`config.mk`:
```
export PLATFORM = sky130hd
export DESIGN_NAME = fp_div_status_stage
export DESIGN_NICKNAME = d
export VERILOG_FILES = /design/src/rtl/fp32_pkg.sv /design/src/rtl/fp_skid_fifo2.sv /design/src/rtl/fp_div_status_stage.sv
export SDC_FILE = /design/constraint.sdc
export NUM_CORES = 1
export LEC_CHECK = 0
export ABC_AREA = 1
export ABC_CLOCK_PERIOD_IN_PS = 2600
export CAP_MARGIN = 20
export CELL_PAD_IN_SITES_DETAIL_PLACEMENT = 1
export CELL_PAD_IN_SITES_GLOBAL_PLACEMENT = 2
export CORE_MARGIN = 5
export CORE_UTILIZATION = 29
export DETAILED_ROUTE_END_ITERATION = 6
export GPL_TIMING_DRIVEN = 0
export PLACE_DENSITY_LB_ADDON = 0.1
export SYNTH_ARGS = -nofsm -noshare
export SYNTH_HDL_FRONTEND = slang
export SYNTH_HIERARCHICAL = 1
export SYNTH_SLANG_ARGS = --single-unit
```
`constraint.sdc`:
```
create_clock -name clk -period 2.6 [get_ports clk]
set_clock_uncertainty 0.05 [all_clocks]
set_input_delay 0.52 -clock clk [delete_from_list [all_inputs] [get_ports clk]]
set_output_delay 0.52 -clock clk [all_outputs]
set_load 0.05 [all_outputs]
```
`src/rtl/fp32_pkg.sv`:
```
// Single-precision field slices, classifiers and the bit positions used by
// the divider status stage for its class and flag vectors.
package fp32_pkg;

  localparam logic [31:0] QNAN_CANON = 32'h7FC0_0000;

  // out_class one-hot bit positions: {nan,inf,normal,subnormal,zero}
  localparam int CLS_W    = 5;
  localparam int CLS_ZERO = 0;
  localparam int CLS_SUB  = 1;
  localparam int CLS_NORM = 2;
  localparam int CLS_INF  = 3;
  localparam int CLS_NAN  = 4;

  // status flag bit positions: {NV,DZ,OF,UF}
  localparam int FLG_W  = 4;
  localparam int FLG_UF = 0;
  localparam int FLG_OF = 1;
  localparam int FLG_DZ = 2;
  localparam int FLG_NV = 3;

  typedef struct packed {
    logic [31:0]      data;
    logic [CLS_W-1:0] cls;
    logic [FLG_W-1:0] flags;
  } res_t;

  localparam int RES_W = $bits(res_t);

  function automatic logic [7:0] fp_exp(input logic [31:0] x);
    return x[30:23];
  endfunction

  function automatic logic [22:0] fp_man(input logic [31:0] x);
    return x[22:0];
  endfunction

  function automatic logic is_zero(input logic [31:0] x);
    return (fp_exp(x) == 8'h00) && (fp_man(x) == 23'd0);
  endfunction

  function automatic logic is_sub(input logic [31:0] x);
    return (fp_exp(x) == 8'h00) && (fp_man(x) != 23'd0);
  endfunction

  function automatic logic is_inf(input logic [31:0] x);
    return (fp_exp(x) == 8'hFF) && (fp_man(x) == 23'd0);
  endfunction

  function automatic logic is_nan(input logic [31:0] x);
    return (fp_exp(x) == 8'hFF) && (fp_man(x) != 23'd0);
  endfunction

  // Signalling NaN: quiet bit (mantissa MSB) clear
  function automatic logic is_snan(input logic [31:0] x);
    return is_nan(x) && !x[22];
  endfunction

  function automatic logic is_finite(input logic [31:0] x);
    return fp_exp(x) != 8'hFF;
  endfunction

  // Exactly one bit set for any encoding
  function automatic logic [CLS_W-1:0] classify(input logic [31:0] x);
    logic [CLS_W-1:0] c;
    c           = '0;
    c[CLS_ZERO] = is_zero(x);
    c[CLS_SUB]  = is_sub(x);
    c[CLS_INF]  = is_inf(x);
    c[CLS_NAN]  = is_nan(x);
    c[CLS_NORM] = (fp_exp(x) != 8'h00) && (fp_exp(x) != 8'hFF);
    return c;
  endfunction

endpackage

```
`src/rtl/fp_skid_fifo2.sv`:
```
// Two-entry FIFO with a registered ready. The head entry drives the output
// directly, so an item pushed into an empty FIFO is visible one cycle later
// and stays put while the consumer stalls.
module fp_skid_fifo2 #(
  parameter int WIDTH = 8
) (
  input  logic             clk,
  input  logic             rst_n,
  input  logic             in_valid,
  output logic             in_ready,
  input  logic [WIDTH-1:0] in_data,
  output logic             out_valid,
  input  logic             out_ready,
  output logic [WIDTH-1:0] out_data
);

  logic [WIDTH-1:0] mem [2];
  logic             wr_ptr;
  logic             rd_ptr;
  logic [1:0]       cnt;
  logic [1:0]       cnt_nxt;
  logic             rdy_q;
  logic             push;
  logic             pop;

  assign push      = in_valid && rdy_q;
  assign pop       = (cnt != 2'd0) && out_ready;
  assign in_ready  = rdy_q;
  assign out_valid = (cnt != 2'd0);
  assign out_data  = mem[rd_ptr];

  // Occupancy after this cycle's push/pop; push+pop at count 1 keeps it at 1
  always_comb begin
    cnt_nxt = cnt;
    if (push && !pop)      cnt_nxt = cnt + 2'd1;
    else if (!push && pop) cnt_nxt = cnt - 2'd1;
  end

  // Storage, pointers, and ready registered from next-cycle occupancy
  always_ff @(posedge clk) begin
    if (!rst_n) begin
      mem[0] <= '0;
      mem[1] <= '0;
      wr_ptr <= 1'b0;
      rd_ptr <= 1'b0;
      cnt    <= 2'd0;
      rdy_q  <= 1'b1;
    end else begin
      if (push) begin
        mem[wr_ptr] <= in_data;
        wr_ptr      <= ~wr_ptr;
      end
      if (pop) rd_ptr <= ~rd_ptr;
      cnt   <= cnt_nxt;
      rdy_q <= (cnt_nxt != 2'd2);
    end
  end

endmodule

```
`src/rtl/fp_div_status_stage.sv`:
```
// Registered status stage behind the combinational fp32 divider: classifies
// the quotient, optionally canonicalises NaNs, derives per-result IEEE flags,
// accumulates sticky flags and counts accepted results.
module fp_div_status_stage
  import fp32_pkg::*;
#(
  parameter bit CANON_NAN = 1'b1,
  parameter int CNT_W     = 16
) (
  input  logic             clk,
  input  logic             rst_n,
  input  logic             in_valid,
  output logic             in_ready,
  input  logic [31:0]      in1,
  input  logic [31:0]      in2,
  input  logic [31:0]      div_out,
  output logic             out_valid,
  input  logic             out_ready,
  output logic [31:0]      out_data,
  output logic [CLS_W-1:0] out_class,
  output logic [FLG_W-1:0] out_flags,
  output logic [FLG_W-1:0] sticky,
  input  logic             sticky_clr,
  output logic [CNT_W-1:0] res_cnt
);

  res_t             res_in;
  res_t             res_out;
  logic [FLG_W-1:0] flg;
  logic [31:0]      data_c;
  logic             acc;

  assign acc = in_valid && in_ready;

  // Flags come from the operands and raw quotient; class from the emitted data
  always_comb begin
    flg         = '0;
    flg[FLG_NV] = (is_zero(in1) && is_zero(in2)) ||
                  (is_inf(in1)  && is_inf(in2))  ||
                  is_snan(in1) || is_snan(in2);
    flg[FLG_DZ] = is_zero(in2) && is_finite(in1) && !is_zero(in1);
    flg[FLG_OF] = is_inf(div_out) && is_finite(in1) && is_finite(in2) && !is_zero(in2);
    flg[FLG_UF] = (is_zero(div_out) || is_sub(div_out)) &&
                  is_finite(in1) && !is_zero(in1) && is_finite(in2);

    data_c = (CANON_NAN && is_nan(div_out)) ? QNAN_CANON : div_out;

    res_in       = '0;
    res_in.data  = data_c;
    res_in.cls   = classify(data_c);
    res_in.flags = flg;
  end

  fp_skid_fifo2 #(
    .WIDTH (RES_W)
  ) u_fifo (
    .clk       (clk),
    .rst_n     (rst_n),
    .in_valid  (in_valid),
    .in_ready  (in_ready),
    .in_data   (res_in),
    .out_valid (out_valid),
    .out_ready (out_ready),
    .out_data  (res_out)
  );

  assign out_data  = res_out.data;
  assign out_class = res_out.cls;
  assign out_flags = res_out.flags;

  // Sticky flags and result count advance on accept; a clear in the same
  // cycle wipes history first so only the accepted item is reflected
  always_ff @(posedge clk) begin
    if (!rst_n) begin
      sticky  <= '0;
      res_cnt <= '0;
    end else if (sticky_clr) begin
      sticky  <= acc ? flg : '0;
      res_cnt <= acc ? CNT_W'(1) : '0;
    end else if (acc) begin
      sticky <= sticky | flg;
      if (res_cnt != {CNT_W{1'b1}}) res_cnt <= res_cnt + CNT_W'(1);
    end
  end

endmodule

```
==> impl_metrics.toml <==
[run]
cap_violations = 0

[worst_setup_path]
path_cells = "buf_6 -> mux2_2 -> clkdlybuf4s50_1"
r2r-start = "u_fifo/in_ready"
critical_path.endpoint_type = "output pin"
r2r_end = "u_fifo/mem[0][1]"
slowest_stage = "clkdlybuf4s50_1"
critPathLaunchType = "flip-flop"
cpLargestDelayFamily = "buffers and inverters"
rrSetupSlack_ns = 0.51
path_buf_inv = 2
worst-r2r-cell-count = 6
required_ns = 2.03
critPathMaxFanout = 5
critical_path.max_stage_delay_ns = 0.72
setup.worst_path.class = "flip-flop to output pin"
worstPathArrival_ns = 1.91

[clocking]
clock_sinks = 108
clk_pin_slew_worst_paths_ns = 0.08
htreeDepth = 3
cts_tree = "done"
ctsHoldBuffers = 0
numCtsBuffers = 9
cts-root-buf = "clkbuf_16"
insertion_delay_ns = 0.35
clock_path_buffers = 2

[sta]
layout_worst_path_cycle_share_pct = 95.6
finalSetupTns_ns = 0
whs_ns = 0.413
rsz0062_at_grt = "no"
slew_violations = 0
worstMarginPinSlew_ns = 0.666
setup_violations = 0
fin_ws_ns = 0.115
finalCriticalPeriod_ns = 2.48
relSlewSlack_pct = 55.4
final-hold-violation-count = 0
max_clock_freq_mhz = 402

[placement]
gp_congestion = 0.727
dp_slack_ns = -0.181
hpwl_um = 12900
numPortBuffers = 160

[power_and_ir_drop]
clkPwrFrac_pct = 24.6
internal_power_mw = 3.54
power_density_nw_per_um2 = 685
cellLeakagePower_nw = 3.56
netSwitchingPower_mw = 2.01
combPwrFrac_pct = 37.4
seq_power_share_pct = 38.1
ir_worst_vdd_uv = 302
swShare_pct = 36.2

[drt]
drt_iter0_drc = 139
drt-total-wl_um = 16500
viasPerCell = 4.31
vias = 4727
first_pass_iters = 4
ant_nets = 0
wl_per_cell_um = 15.0
drc = 0

[global_route]
antenna_found_initial = 0
grt_max_degree = 24
grt_pass1_vias = 5304
grt_pass1_wl_um = 26900
grtUsageTotal_pct = 14.3
grt_overflow = 0

[final_layout]
area_delta_synth_final_pct = 38.1
n_antenna_cell = 0
final_nets = 924
drive_above_1_share_pct = 11.9
seq_area_um2 = 2980
fill_cells = 2326
multi_input_area_um2 = 2250

[floorplanning]
die-area_um2 = 23200
boundaryPins = 164
coreArea_um2 = 20100
num_rows = 52
start_util_pct = 29.2
die_h_um = 152
die-width_um = 152

[synth]
ys_types = 33
synthArstFlopShare_pct = 0
ys_seq_area_share_pct = 50.8
synth.avg_cell_area_um2 = 9.05
synth-edff-count = 82
synth_area_um2 = 5870
ys_ff_latch = 108
syn_nets = 751
synthFlopType = "edfxtp_1"
yosys_warnings = 6
synth_cells = 648

[worst_hold_path]
min_path_cells = 2
hold_path_end = "sticky[0]"
hold_class = "flip-flop to flip-flop"
hp-start = "sticky[0]"

[status]
status = "complete, no violations"
## worst max path at each step
stage / endpoint / slack, ns / cells past startpoint
final: out_data[19] / 0.12 / 3
after global placement: u_fifo/mem[0][32] / -1.04 / 6
after detailed placement: u_fifo/mem[0][39] / -0.18 / 7
after global routing: u_fifo/mem[1][16] / 0.04 / 11
after floorplan: u_fifo/mem[0][0] / 0.08 / 5
after CTS: out_data[10] / 0.0005 / 4
## worst reg2reg max path, cell delays in order, from the launching register on
cell and delay [ns]:
dfxtp_1 0.38, nand2_2 0.11, nor2_2 0.11, nand2_2 0.18
buf_6 0.21, nand2_2 0.50, buf_16 0.25
## kinds of logic (layout without fill, tap and decap cells)
kind of cell,Yosys count,in the layout,share of synthesized area [%]
and+or+nand+nor,348,348,25.2
DFF,108,108,50.8
AOI/OAI and AO/OA,14,14,1.32
xor gates and xnor gates,6,6,0.896
buffers and inverters,129,307,10.9
adders and majority gates,2,2,0.426
muxes,41,41,10.4
## stage by stage
step | total power, mW | std cells | utilization, % | cell area [um^2]
floorplan | 3.64 | 648 | - | 5870
global placement | 4.33 | 1078 | 38.8 | 7810
detailed placement | 4.38 | 1080 | 39.1 | 7860
CTS | 5.64 | 1096 | 40.3 | 8100
global route | 5.82 | 1096 | 40.3 | 8100
finish | 5.55 | 1096 | 40.3 | 8100
## synth_stat cells, drive strengths merged, types with 2 or more instances
library cell  number  area (um^2)
a21oi             11         55.1
buf               19          224
clkbuf             9         33.8
dfxtp             26          521
edfxtp            82         2460
ha                 2         25.0
inv              101          379
mux2              41          612
nand2             96          378
nand3             28          158
nand4             16          106
nor2             201          798
nor3               7         40.0
xnor2              3         26.3
xor2               3         26.3
## power by group through the flow
| stage | registers [mW] | clock network (mW) | logic [mW] |
|---|---|---|---|
| 2_1_floorplan | 2.17 | 0 | 1.47 |
| 3_3_place_gp | 2.15 | 0 | 2.18 |
| 3_5_place_dp | 2.15 | 0 | 2.22 |
| 4_1_cts | 2.12 | 1.41 | 2.12 |
| 5_1_grt | 2.13 | 1.49 | 2.20 |
| 6_report | 2.11 | 1.36 | 2.08 |
## layout by cell type, fill, tap and decap left out, types with 2 or more instances in the layout
cell type	synthesis	layout
xnor2_1	3	3
dfxtp_1	26	26
nor3_1	6	6
nand4_1	15	15
mux2_4	40	40
inv_8	0	2
dlymetal6s2s_1	0	2
nand2_1	91	89
nand2_2	4	6
ha_1	2	2
buf_12	4	5
buf_6	11	11
clkbuf_1	9	9
dlygate4sd2_1	0	38
xor2_1	3	3
nor2_1	191	191
inv_6	0	4
buf_1	2	2
clkbuf_16	0	9
nor2_2	8	8
edfxtp_1	82	82
inv_1	100	100
a21oi_1	11	11
clkdlybuf4s50_1	0	120
nand3_1	26	26
## cell type report
class                           count  area share [%]
Multi-Input combinational cell    411            27.8
Tap cell                          270            4.17
Clock inverter                      7           0.772
Clock buffer                        9            2.78
Inverter                          101            4.68
Timing Repair Buffer              162            19.8
Buffer                             28            3.18
Sequential cell                   108            36.8
## routing by layer
| layer | wire length [um] | GRT usage [%] |
|---|---|---|
| met4 | 257 | 4.41 |
| met3 | 471 | 2.44 |
| met1 | 6740 | 15.8 |
| met5 | 0 | 0 |
| met2 | 9010 | 27.9 |
## state kept, by name, indices dropped and copies added (netlist names), named ones only
register,flops
u_fifo/mem,82
res_cnt,16
sticky,4
u_fifo/cnt,2
u_fifo/in_ready,1
u_fifo/rd_ptr,1
u_fifo/wr_ptr,1
## what timing repair did
action                                  CTS  global route
endpoints found under the setup margin   38             2
buffers inserted                          0             0
gates resized for setup                  38             2
No activity file was read; power rests on OpenSTA's default activity.
